<file path="src/rtl/arm_pkg.sv">
// Shared ARM core definitions: flag-class encoding and NZCV bit positions.
// The condition-check logic imports the same constants.
package arm_pkg;

    typedef enum logic [1:0] {
        FLAG_LOGIC = 2'b00,
        FLAG_ADD   = 2'b01,
        FLAG_SUB   = 2'b10,
        FLAG_NONE  = 2'b11
    } flag_kind_e;

    localparam int unsigned STATUS_C = 3;
    localparam int unsigned STATUS_V = 2;
    localparam int unsigned STATUS_N = 1;
    localparam int unsigned STATUS_Z = 0;

endpackage

</file>
<file path="src/rtl/flag_gen.sv">
// Combinational NZCV candidate generation from the execute-stage ALU result.
// LOGIC and NONE pass the current C and V through unchanged.
module flag_gen
    import arm_pkg::*;
#(
    parameter int unsigned WIDTH = 32
) (
    input  logic [1:0]       op_kind,
    input  logic [WIDTH-1:0] operand_a,
    input  logic [WIDTH-1:0] operand_b,
    input  logic [WIDTH-1:0] result,
    input  logic             carry_out,
    input  logic             c_cur,
    input  logic             v_cur,
    output logic [3:0]       flags
);

    logic a_msb;
    logic b_msb;
    logic r_msb;
    logic v_add;
    logic v_sub;
    logic unused_low_bits;

    assign a_msb = operand_a[WIDTH-1];
    assign b_msb = operand_b[WIDTH-1];
    assign r_msb = result[WIDTH-1];

    assign v_add = (a_msb == b_msb) && (r_msb != a_msb);
    assign v_sub = (a_msb != b_msb) && (r_msb != a_msb);

    // Only the operand sign bits feed the overflow terms.
    assign unused_low_bits = ^{operand_a[WIDTH-2:0], operand_b[WIDTH-2:0]};

    always_comb begin
        flags           = '0;
        flags[STATUS_N] = r_msb;
        flags[STATUS_Z] = (result == '0);
        flags[STATUS_C] = c_cur;
        flags[STATUS_V] = v_cur;
        case (flag_kind_e'(op_kind))
            FLAG_ADD: begin
                flags[STATUS_C] = carry_out;
                flags[STATUS_V] = v_add;
            end
            FLAG_SUB: begin
                flags[STATUS_C] = carry_out;
                flags[STATUS_V] = v_sub;
            end
            default: ;
        endcase
    end

endmodule

</file>
<file path="src/rtl/status_flag_unit.sv">
// Architectural NZCV status register with flush/freeze and a one-deep
// save/restore slot for exception entry and return.
module status_flag_unit
    import arm_pkg::*;
#(
    parameter int unsigned WIDTH = 32
) (
    input  logic             clk,
    input  logic             rst_n,
    input  logic             op_valid,
    input  logic             set_flags,
    input  logic [1:0]       op_kind,
    input  logic [WIDTH-1:0] operand_a,
    input  logic [WIDTH-1:0] operand_b,
    input  logic [WIDTH-1:0] result,
    input  logic             carry_out,
    input  logic             flush,
    input  logic             freeze,
    input  logic             sr_save,
    input  logic             sr_restore,
    output logic [3:0]       status,
    output logic [3:0]       status_next,
    output logic [3:0]       saved_status
);

    logic [3:0] cand_flags;
    logic [3:0] saved_next;
    logic       update;
    logic       restore;
    logic       save;

    flag_gen #(
        .WIDTH(WIDTH)
    ) u_flag_gen (
        .op_kind   (op_kind),
        .operand_a (operand_a),
        .operand_b (operand_b),
        .result    (result),
        .carry_out (carry_out),
        .c_cur     (status[STATUS_C]),
        .v_cur     (status[STATUS_V]),
        .flags     (cand_flags)
    );

    assign update  = op_valid & set_flags & (op_kind != FLAG_NONE) & ~flush & ~freeze;
    assign restore = sr_restore & ~freeze;
    assign save    = sr_save & ~freeze;

    // Slot always captures the pre-update status, so save+restore swaps.
    always_comb begin
        status_next = status;
        saved_next  = saved_status;
        if (restore) begin
            status_next = saved_status;
        end else if (update) begin
            status_next = cand_flags;
        end
        if (save) begin
            saved_next = status;
        end
    end

    always_ff @(posedge clk or negedge rst_n) begin
        if (!rst_n) begin
            status       <= '0;
            saved_status <= '0;
        end else begin
            status       <= status_next;
            saved_status <= saved_next;
        end
    end

endmodule

</file>
<file path="config.mk">
export PLATFORM = sky130hd
export DESIGN_NAME = status_flag_unit
export DESIGN_NICKNAME = d
export VERILOG_FILES = /design/src/rtl/arm_pkg.sv /design/src/rtl/flag_gen.sv /design/src/rtl/status_flag_unit.sv
export SDC_FILE = /design/constraint.sdc
export NUM_CORES = 1
export LEC_CHECK = 0
export BUFFER_PORTS_ARGS = -buffer_cell sky130_fd_sc_hd__clkbuf_2
export CAP_MARGIN = 20
export CORE_MARGIN = 2
export CORE_UTILIZATION = 20
export DETAILED_ROUTE_END_ITERATION = 16
export PLACE_DENSITY = 0.72
export SYNTH_ARGS = -nofsm -noshare
export SYNTH_HDL_FRONTEND = slang
export SYNTH_SLANG_ARGS = --single-unit
export TNS_END_PERCENT = 1
</file>
<file path="constraint.sdc">
create_clock -name clk -period 1.4 [get_ports clk]
set_input_delay 0.28 -clock clk [delete_from_list [all_inputs] [get_ports clk]]
set_output_delay 0.28 -clock clk [all_outputs]
set_load 0.005 [all_outputs]
</file>
==> results of run 1 <==
## cells in the final DEF, fill, tap and decap left out
cell,n
nand3_1,1
mux2_2,4
a2bb2oi_1,1
dlygate4sd3_1,1
nand2b_1,4
buf_2,1
mux2i_1,4
buf_6,1
nor2_2,1
or3_4,1
nor4_1,8
nand2_1,5
clkbuf_4,3
inv_1,1
and4_1,1
dfrtp_1,8
o21ai_1,3
nor2b_1,1
xnor2_2,1
o21ai_2,1
buf_4,4
clkbuf_2,54
nand4_1,1
ha_2,2
nor3_4,1
## cells by family (layout without fill, tap and decap cells)
logic type / after synthesis / in the layout
muxes: 8 / 8
adders and majority gates: 2 / 2
and+or+nand+nor: 24 / 24
DFF: 8 / 8
xor gates and xnor gates: 1 / 1
buffers and inverters: 3 / 65
AOI/OAI and AO/OA: 5 / 5
## sequential cells by signal, summed over array words and instances (netlist names)
register and flops:
saved_status 4, status 4
## cell type report
class,instances,area share
sequential,8,0.220
clock buffer,3,0.0248
timing repair buffer,61,0.360
tap,30,0.0413
multi-input combinational,40,0.350
inverter,1,0.00413
## stage by stage
step | utilization | area (um2)
final | 0.367 | 908
after global routing | 0.367 | 908
after CTS | 0.362 | 896
after detailed placement | 0.344 | 853
after global placement | 0.344 | 853
after floorplan | - | 520
## metal layers
layer / routed length [um] / global-route usage / part of all wire
met1: 723 / 0.151 / 0.44
met3: 111 / 0.0161 / 0.068
met4: 0 / 0.0488 / 0
met5: 0 / 0 / 0
met2: 799 / 0.137 / 0.49
## power breakdown
| part | switching (uW) | total, uW | internal, uW |
|---|---|---|---|
| Combinational | 116 | 277 | 161 |
| Sequential | 39.5 | 324 | 285 |
| Clock | 70.3 | 168 | 97.6 |
## worst paths after layout
path                                  from               to  slack (ns)
min in group asynchronous            rst_n  saved_status[3]        0.41
min reg2reg                saved_status[2]        status[2]        0.52
max reg2reg                      status[0]        status[0]        0.57
max in group asynchronous            rst_n        status[0]        0.81
min                             result[28]        status[0]        0.34
max                             op_kind[0]   status_next[2]       -0.39
## critical path, cell delays in order
cell,delay (ns)
buf_6,0.09
ha_2,0.16
or3_4,0.35
nor3_4,0.18
mux2i_1,0.24
o21ai_2,0.08
buf_2,0.13
## repair_timing
item / 4_1_cts / 5_1_grt
hold buffers: 1 / 0
buffers inserted: 0 / 0
endpoints found under the hold margin: 8 / 0
gates resized for setup: 2 / 4
endpoints found under the setup margin: 4 / 4
==> load_flow_metrics.sql, run 1 <==
INSERT INTO impl_metrics (metric_group, metric, value, unit) VALUES
('die', 'io_pins', '119', ''),
('place', 'dp_worst_setup_slack', '-0.414', 'ns'),
('timing', 'finalCritPeriodShare', '1.28', ''),
('route', 'drt-total-wl', '1630', 'um'),
('worst_setup_path', 'critPathRequiredTime', '1.12', 'ns'),
('grt', 'grt_max_degree', '9', ''),
('worst_setup_path', 'timing.reg2reg.worst_path_depth', '3', ''),
('synth', 'synth_compound_area_frac', '0.0553', ''),
('place', 'dp_hpwl', '1430', 'um'),
('clocking', 'cts_inserted_buffers', '3', ''),
('grt', 'grt_pass1_wl', '2130', 'um'),
('synth', 'synth.top_cells.by_count', 'dfrtp_1, nor4_1, nand2_1', ''),
('route', 'remaining_drc_errors', '0', ''),
('place', 'numPortBuffers', '56', ''),
('clocking', 'clock_sink_count', '8', ''),
('place', 'finalWeightedCongestion', '0.749', ''),
('clocking', 'clkTransAtPathRegs', '0.05', 'ns'),
('synth', 'synth_mux_area_frac', '0.163', ''),
('clocking', 'cts_max_path_buffers', '2', ''),
('place', 'number_of_cells_in_the_design_after_placement', '139', ''),
('timing', 'final_period_minus_worst_setup_slack', '1.79', 'ns'),
('synth', 'synth_area_leaders', 'dfrtp_1, nor4_1, mux2_2', ''),
('pwr', 'leakagePower', '0.000488', 'uW'),
('die', 'fp-row-count', '18', ''),
('die', 'initial_utilization', '0.210', ''),
('route', 'vias_per_cell', '4.28', ''),
('status', 'failing_checks', 'setup timing', ''),
('grt', 'groute.usage.overall', '0.101', ''),
('synth', 'yosysUniqueCellTypes', '19', ''),
('cells_and_area', 'finalNonFillerCells', '143', ''),
('job', 'cap_viol_max_count', '0', ''),
('route', 'antenna_left', '0', ''),
('cells_and_area', 'area_growth_syn_to_layout', '74.5', '%'),
('synth', 'main_combinational_cell_family_by_area_after_synthesis', 'simple AND/OR/NAND/NOR gates', ''),
('die', 'fp.coreArea', '2480', 'um2'),
('clocking', 'h_tree_lvl_count', '1', ''),
('synth', 'synth.cell_area', '520', 'um2'),
('clocking', 'clk-insertion-delay-late', '0.24', 'ns'),
('synth', 'synth_top_area_cell', 'dfrtp_1', ''),
('cells_and_area', 'area_used_by_multi_input_combinational_logic', '318', 'um2'),
('worst_setup_path', 'setup.worst_path.end_class', 'output port', ''),
('timing', 'finalSetupViolCount', '4', ''),
('cells_and_area', 'final_net_count', '224', ''),
('status', 'run_status', 'complete, but fails checks', ''),
('clocking', 'clk_root_buffer_cell', 'clkbuf_4', ''),
('cells_and_area', 'antennaDiodeCount', '0', ''),
('synth', 'synth_edf_count', '0', ''),
('synth', 'yosys_register_bits', '8', ''),
('worst_setup_path', 'timing_worst_setup_path_type', 'input port to output port', ''),
('synth', 'synthCells', '51', ''),
('die', 'floorplan.die.height', '55.0', 'um'),
('synth', 'synth-warning-count', '0', ''),
('synth', 'post-synth-top-area-fraction', '0.385', ''),
('timing', 'fin_setup_tns', '-1.48', 'ns'),
('synth', 'post_synth_and_or_nand_nor_area_fraction', '0.296', ''),
('die', 'die_area', '3030', 'um2'),
('clocking', 'tritoncts', 'yes', ''),
('timing', 'finalWorstSetupSlack', '-0.393', 'ns'),
('timing', 'finClkSkew', '0.000163', 'ns'),
('hold_path', 'worst_hold_depth', '4', ''),
('die', 'fp.dieW', '55.0', 'um'),
('timing', 'max_slew_margin', '0.809', ''),
('pwr', 'vdd.ir_drop.worst', '0.579', 'mV'),
('timing', 'max_freq', '558', 'MHz'),
('route', 'routed_wire_length_per_instance', '11.4', 'um'),
('synth', 'synth-seq-area-share', '0.385', ''),
('worst_setup_path', 'timing.critical_path.from_type', 'input port', ''),
('synth', 'yosys.area_share.adder', '0.0481', ''),
('grt', 'number_of_global_route_vias_before_repair', '487', ''),
('worst_setup_path', 'largest_driver_fanout_on_the_critical_path', '2', ''),
('route', 'dr_total_vias', '612', '');
Note: power is estimated with default switching activity, not from simulation.
==> run 2: changes to the inputs <==
CELL_PAD_IN_SITES_DETAIL_PLACEMENT = 1   (was default)
CELL_PAD_IN_SITES_GLOBAL_PLACEMENT = 2   (was default)
CORE_UTILIZATION = 10   (was 20)
PLACE_DENSITY = 0.92   (was 0.72)
==> run 2 against run 1 <==
The flow still finishes with violations (setup timing). Critical path depth did not move. Worst setup slack got worse by 0.010 ns. Hold slack improved by 0.023 ns. Sequential cell count did not move. Critical endpoint unchanged. Largest cell class is now multi-input combinational cells. Highest routed layer unchanged.
==> load_flow_metrics.sql, run 2 (synthesized netlist as in run 1, its figures left out) <==
INSERT INTO impl_metrics (metric_group, metric, value, unit) VALUES
('route', 'dr_total_vias', '623', ''),
('clocking', 'clock_sink_count', '8', ''),
('worst_setup_path', 'timing_worst_setup_path_type', 'input port to output port', ''),
('timing', 'max_slew_margin', '0.798', ''),
('worst_setup_path', 'timing.critical_path.from_type', 'input port', ''),
('worst_setup_path', 'cell_family_contributing_the_most_delay_on_the_critical_path', 'simple AND/OR/NAND/NOR gates', ''),
('timing', 'finalHoldWorstSlack', '0.362', 'ns'),
('grt', 'number_of_global_route_vias_before_repair', '674', ''),
('cells_and_area', 'mostFrequentLayoutCell', 'clkbuf_2', ''),
('die', 'fp-row-count', '26', ''),
('route', 'initialDrtViolationCount', '14', ''),
('die', 'initial_utilization', '0.103', ''),
('status', 'run_status', 'complete, but fails checks', ''),
('timing', 'total_count_of_hold_check_failures_in_the_final_report', '0', ''),
('route', 'drt-total-wl', '2010', 'um'),
('timing', 'final_period_minus_worst_setup_slack', '1.80', 'ns'),
('worst_setup_path', 'setup.worst_path.end_class', 'output port', ''),
('cells_and_area', 'finalNonFillerCells', '182', ''),
('grt', 'overflow_after_grt', '0', ''),
('cells_and_area', 'final_net_count', '223', ''),
('place', 'postPlaceCellArea', '896', 'um2'),
('cells_and_area', 'area_growth_syn_to_layout', '84.6', '%'),
('cells_and_area', 'layout-drive-gt1-share', '0.643', ''),
('die', 'die_area', '5800', 'um2'),
('timing', 'final_max_slew_viol_count', '0', ''),
('timing', 'finClkSkew', '0.0000369', 'ns'),
('worst_setup_path', 'worst-path-buf-inv', '2', ''),
('clocking', 'cts_max_path_buffers', '2', ''),
('die', 'fp.dieW', '76.1', 'um'),
('place', 'dp_hpwl', '1800', 'um'),
('timing', 'finalCritPeriodShare', '1.29', ''),
('worst_setup_path', 'critical-path-max-stage-delay', '0.35', 'ns'),
('route', 'firstDrtPassIters', '4', ''),
('grt', 'grt_max_degree', '9', ''),
('job', 'cap_viol_max_count', '0', ''),
('route', 'remaining_drc_errors', '0', ''),
('cells_and_area', 'fillers', '638', ''),
('clocking', 'clk-insertion-delay-late', '0.22', 'ns'),
('clocking', 'h_tree_lvl_count', '1', ''),
('cells_and_area', 'antennaDiodeCount', '0', ''),
('cells_and_area', 'leading_cell_types_in_the_layout_fill_and_taps_excluded', 'clkbuf_2, nor4_1, dfrtp_1', ''),
('clocking', 'clk_root_buffer_cell', 'clkbuf_8', ''),
('die', 'floorplan.die.height', '76.1', 'um'),
('timing', 'finalSetupViolCount', '4', ''),
('pwr', 'vdd.ir_drop.worst', '0.188', 'mV'),
('clocking', 'cts_inserted_buffers', '3', ''),
('grt', 'grt_pass1_wl', '3150', 'um'),
('status', 'failing_checks', 'setup timing', ''),
('grt', 'antenna_found_initial', '0', ''),
('place', 'numPortBuffers', '56', ''),
('clocking', 'tritoncts', 'yes', ''),
('timing', 'max_freq', '555', 'MHz'),
('clocking', 'clkTransAtPathRegs', '0.04', 'ns'),
('pwr', 'leakagePower', '0.000490', 'uW'),
('timing', 'finalWorstSetupSlack', '-0.403', 'ns'),
('hold_path', 'min-delay-path-class', 'input port to flip-flop', ''),
('worst_setup_path', 'cp.arrival', '1.52', 'ns'),
('worst_setup_path', 'critical_path.slowest_cell', 'or3_4', ''),
('cells_and_area', 'stdcell_area', '961', 'um2'),
('grt', 'groute.usage.overall', '0.0696', ''),
('die', 'fp.coreArea', '5070', 'um2'),
('route', 'antenna_left', '0', ''),
('worst_setup_path', 'critical_path.cell_chain', 'clkbuf_2 -> ha_2 -> or3_4 -> nor3_4 -> mux2i_1 -> o21ai_1 -> buf_2', ''),
('timing', 'grt_setup_unrepaired', 'yes', ''),
('place', 'finalWeightedCongestion', '0.665', ''),
('route', 'vias_per_cell', '3.42', ''),
('cells_and_area', 'largestRegisters', 'saved_status (4), status (4)', ''),
('pwr', 'cellPowerDensity', '912', 'nW/um2'),
('route', 'routed_wire_length_per_instance', '11.1', 'um'),
('die', 'io_pins', '119', ''),
('worst_setup_path', 'critPathRequiredTime', '1.12', 'ns'),
('timing', 'timing_worst_slew_pin_value', '0.300', 'ns'),
('place', 'number_of_cells_in_the_design_after_placement', '178', ''),
('worst_setup_path', 'largest_driver_fanout_on_the_critical_path', '2', '');
-- run 2: what timing repair did --
item                                   4_1_cts  5_1_grt
hold buffers                                 1        0
endpoints found under the hold margin        8        0
buffers inserted                             0        0
gates resized for setup                      2        2
setup endpoints to repair                    4        4
-- run 2: stage by stage --
stage	total power [uW]	setup TNS (ns)	utilization	setup slack, ns
floorplan	442	-0.380	-	-0.110
global placement	598	-2.25	0.177	-0.444
detailed placement	605	-2.34	0.177	-0.457
CTS	893	-1.65	0.189	-0.432
global route	944	-1.86	0.189	-0.476
finish	876	-1.52	0.189	-0.403
-- run 2: worst paths after layout --
check / from / endpoint / slack [ns] / cells after the start
worst max-delay path: op_kind[0] / status_next[2] / -0.40 / 7
worst min-delay path: result[26] / status[0] / 0.36 / 4
worst max register to register: status[0] / status[0] / 0.55 / 3
worst min register to register: status[3] / saved_status[3] / 0.53 / 1
max in group asynchronous: rst_n / saved_status[2] / 0.76 / 2
min in group asynchronous: rst_n / saved_status[0] / 0.45 / 2
-- run 2: final cells by class --
cell class                 count  area [um2]  share of cell area
multi-input combinational     40         315               0.328
timing repair buffer          60         313               0.326
sequential                     8         200               0.208
tap                           70        87.6              0.0911
clock buffer                   3        41.3              0.0430
inverter                       1        3.75             0.00391
-- run 2: report_power, final --
group | internal, uW | leakage (uW) | total, uW | switching [uW]
Sequential | 285 | 0.000108 | 325 | 39.1
Combinational | 158 | 0.000361 | 279 | 122
Clock | 186 | 0.0000216 | 272 | 86.5
Total | 629 | 0.000490 | 876 | 247
-- run 2: metal layers --
layer / part of all wire / global-route usage / vias up
met5: 0 / 0 / -
met3: 0.050 / 0.0249 / 0
li1: - / - / 310
met1: 0.43 / 0.0789 / 296
met2: 0.52 / 0.122 / 17
met4: 0 / 0.0218 / 0
-- run 2: worst register-to-register path, cell delays in order, from the launching register on --
cell	delay (ns)
dfrtp_1	0.39
nand2_1	0.07
a2bb2oi_1	0.16
o21ai_1	0.10
==> run 3: changes to the inputs <==
CTS_CLUSTER_DIAMETER = 80   (was default)
GPL_TIMING_DRIVEN = 0   (was default)
==> run 3 against run 2 <==
The run still ends with setup timing left. Sequential power about the same. Maximum frequency about the same. Routed wire length is 5.9% lower. Clock-buffer cell count is the same. First-iteration DRC count shrank 29%. Via count rose by 0.16%. Clock power fell by 4%. Highest routed layer is now met4. Register-to-register slack barely moved.
==> load_flow_metrics.sql, run 3 (synthesized netlist as in run 1, its figures left out) <==
INSERT INTO impl_metrics (metric_group, metric, value, unit) VALUES
('cells_and_area', 'finish.utilization', '0.186', ''),
('cells_and_area', 'mostFrequentLayoutCell', 'clkbuf_2', ''),
('worst_setup_path', 'largest_driver_fanout_on_the_critical_path', '2', ''),
('cells_and_area', 'area_used_by_multi_input_combinational_logic', '304', 'um2'),
('clocking', 'clk_root_buffer_cell', 'clkbuf_8', ''),
('place', 'number_of_cells_in_the_design_after_placement', '177', ''),
('cells_and_area', 'antennaDiodeCount', '0', ''),
('timing', 'grt_setup_unrepaired', 'yes', ''),
('die', 'fp.coreArea', '5070', 'um2'),
('route', 'wl_met1', '730', 'um'),
('pwr', 'seqPwrFrac', '0.374', ''),
('worst_setup_path', 'critical-path-max-stage-delay', '0.35', 'ns'),
('timing', 'finalSetupViolCount', '4', ''),
('die', 'io_pins', '119', ''),
('worst_setup_path', 'critical_path.cell_chain', 'clkbuf_2 -> ha_2 -> or3_4 -> nor3_4 -> mux2i_1 -> o21ai_1 -> clkbuf_2', ''),
('route', 'antenna_left', '0', ''),
('pwr', 'p_comb_frac', '0.325', ''),
('pwr', 'vdd.ir_drop.worst', '0.230', 'mV'),
('pwr', 'leakagePower', '0.000479', 'uW'),
('cells_and_area', 'regArea', '200', 'um2'),
('timing', 'max_freq', '554', 'MHz'),
('worst_setup_path', 'cell_family_contributing_the_most_delay_on_the_critical_path', 'simple AND/OR/NAND/NOR gates', ''),
('grt', 'grt_pass1_wl', '3170', 'um'),
('clocking', 'clk-insertion-delay-late', '0.22', 'ns'),
('die', 'floorplan.die.height', '76.1', 'um'),
('route', 'drt-total-wl', '1890', 'um'),
('worst_setup_path', 'setup.worst_path.end_class', 'output port', ''),
('cells_and_area', 'finalNonFillerCells', '181', ''),
('pwr', 'share_clk_of_total_power', '0.302', ''),
('clocking', 'cts_inserted_buffers', '3', ''),
('pwr', 'cellPowerDensity', '923', 'nW/um2'),
('job', 'cap_viol_max_count', '0', ''),
('pwr', 'netSwitchingPower', '232', 'uW'),
('route', 'remaining_drc_errors', '0', ''),
('route', 'detailroute.wirelength.met3', '139', 'um'),
('cells_and_area', 'layout-drive-gt1-share', '0.622', ''),
('cells_and_area', 'fillers', '632', ''),
('timing', 'final_period_minus_worst_setup_slack', '1.80', 'ns'),
('timing', 'final_max_slew_viol_count', '0', ''),
('timing', 'finalCritPeriodShare', '1.29', ''),
('clocking', 'cts_max_path_buffers', '2', ''),
('timing', 'finClkSkew', '0.000123', 'ns'),
('timing', 'total_count_of_hold_check_failures_in_the_final_report', '0', ''),
('clocking', 'clock_sink_count', '8', ''),
('route', 'vias_per_cell', '3.45', ''),
('cells_and_area', 'leading_cell_types_in_the_layout_fill_and_taps_excluded', 'clkbuf_2, nor4_1, dfrtp_1', ''),
('pwr', 'switching_share', '0.267', ''),
('pwr', 'totalPowerFinal', '869', 'uW'),
('worst_setup_path', 'critical_path.slowest_cell', 'or3_4', ''),
('worst_setup_path', 'critPathRequiredTime', '1.12', 'ns'),
('route', 'highest_layer', 'met4', ''),
('route', 'dr_total_vias', '624', ''),
('grt', 'number_of_global_route_vias_before_repair', '697', ''),
('grt', 'grt_max_degree', '9', ''),
('hold_path', 'min-delay-path-class', 'input port to flip-flop', ''),
('grt', 'antenna_found_initial', '0', ''),
('timing', 'timing_worst_slew_pin_value', '0.508', 'ns'),
('worst_setup_path', 'timing.critical_path.from_type', 'input port', ''),
('clocking', 'tritoncts', 'yes', ''),
('route', 'detailroute.wirelength.met2', '997', 'um'),
('die', 'fp-row-count', '26', ''),
('clocking', 'h_tree_lvl_count', '1', ''),
('cells_and_area', 'largestRegisters', 'saved_status (4), status (4)', ''),
('timing', 'max_slew_margin', '0.661', ''),
('place', 'finalWeightedCongestion', '0.627', ''),
('worst_setup_path', 'reg2reg_setup_slack', '0.55', 'ns'),
('route', 'initialDrtViolationCount', '10', ''),
('pwr', 'internal-power', '637', 'uW'),
('timing', 'fin_setup_tns', '-1.54', 'ns'),
('grt', 'groute.usage.overall', '0.0689', ''),
('route', 'firstDrtPassIters', '3', ''),
('cells_and_area', 'final_net_count', '222', ''),
('clocking', 'clkTransAtPathRegs', '0.04', 'ns'),
('die', 'initial_utilization', '0.103', ''),
('route', 'routed_wire_length_per_instance', '10.5', 'um'),
('status', 'run_status', 'complete, but fails checks', ''),
('place', 'dp_hpwl', '1790', 'um'),
('worst_setup_path', 'worst-path-buf-inv', '2', ''),
('die', 'fp.dieW', '76.1', 'um'),
('worst_setup_path', 'cp.arrival', '1.52', 'ns'),
('die', 'die_area', '5800', 'um2'),
('status', 'failing_checks', 'setup timing', ''),
('place', 'numPortBuffers', '56', ''),
('worst_setup_path', 'timing_worst_setup_path_type', 'input port to output port', ''),
('grt', 'overflow_after_grt', '0', ''),
('clocking', 'cts.repair_timing.setup_buffer_count', '0', ''),
('worst_setup_path', 'critPathMostFrequentCell', 'clkbuf_2', ''),
('cells_and_area', 'area_growth_syn_to_layout', '81.0', '%'),
('timing', 'finalWorstSetupSlack', '-0.404', 'ns');
==> run 3: changes by cell type in the layout (fill, tap and decap cells not counted), sizes merged <==
cell / before / now
buf: 4 / 2
clkbuf: 58 / 59
==> run 3: layout make-up <==
cell class / count / share of cell area
inverters: 1 / 0.00398
multi-input cells: 40 / 0.323
plain buffers: 2 / 0.0159
well taps: 70 / 0.0930
clock buffers: 3 / 0.0438
repair buffers: 57 / 0.308
flip-flops and latches: 8 / 0.212
==> run 3: metrics by stage <==
step / cell area [um2] / setup WS, ns / hold WS, ns
after global routing: 942 / -0.491 / 0.404
final: 942 / -0.404 / 0.368
after detailed placement: 888 / -0.469 / 0.140
after floorplan: 520 / -0.110 / -0.0156
after CTS: 942 / -0.449 / 0.373
after global placement: 888 / -0.454 / 0.136
==> run 3: metal layers <==
| layer | global-route usage | vias to the layer above |
|---|---|---|
| li1 | - | 312 |
| met1 | 0.0710 | 289 |
| met2 | 0.123 | 21 |
| met3 | 0.0332 | 2 |
| met4 | 0.0218 | 0 |
| met5 | 0 | - |
==> run 3: worst reg2reg max path: cells and delay by family (launching register included) <==
| kind | cells | cell delay, ns |
|---|---|---|
| compound gates | 2 | 0.26 |
| simple gates | 1 | 0.08 |
| flops | 1 | 0.39 |
==> run 3: repair_timing <==
item | 4_1_cts | 5_1_grt
hold buffers | 1 | 0
cloned | 0 | 0
endpoints found under the hold margin | 8 | 0
resized for setup | 1 | 0
endpoints found under the setup margin | 4 | 4
==> run 3: worst paths after layout <==
path | from | end | cells after the start
min | result[28] | status[0] | 4
max | op_kind[0] | status_next[2] | 7
max in group asynchronous | rst_n | status[2] | 2
max reg2reg | status[0] | status[0] | 3
min reg2reg | saved_status[2] | saved_status[2] | 1
min in group asynchronous | rst_n | saved_status[3] | 2
==> run 3: power groups by stage <==
| stage | clock network, uW | registers (uW) | logic [uW] |
|---|---|---|---|
| floorplan | 0 | 324 | 118 |
| global placement | 0 | 327 | 286 |
| detailed placement | 0 | 331 | 290 |
| CTS | 275 | 328 | 293 |
| global route | 289 | 335 | 318 |
| finish | 262 | 325 | 282 |
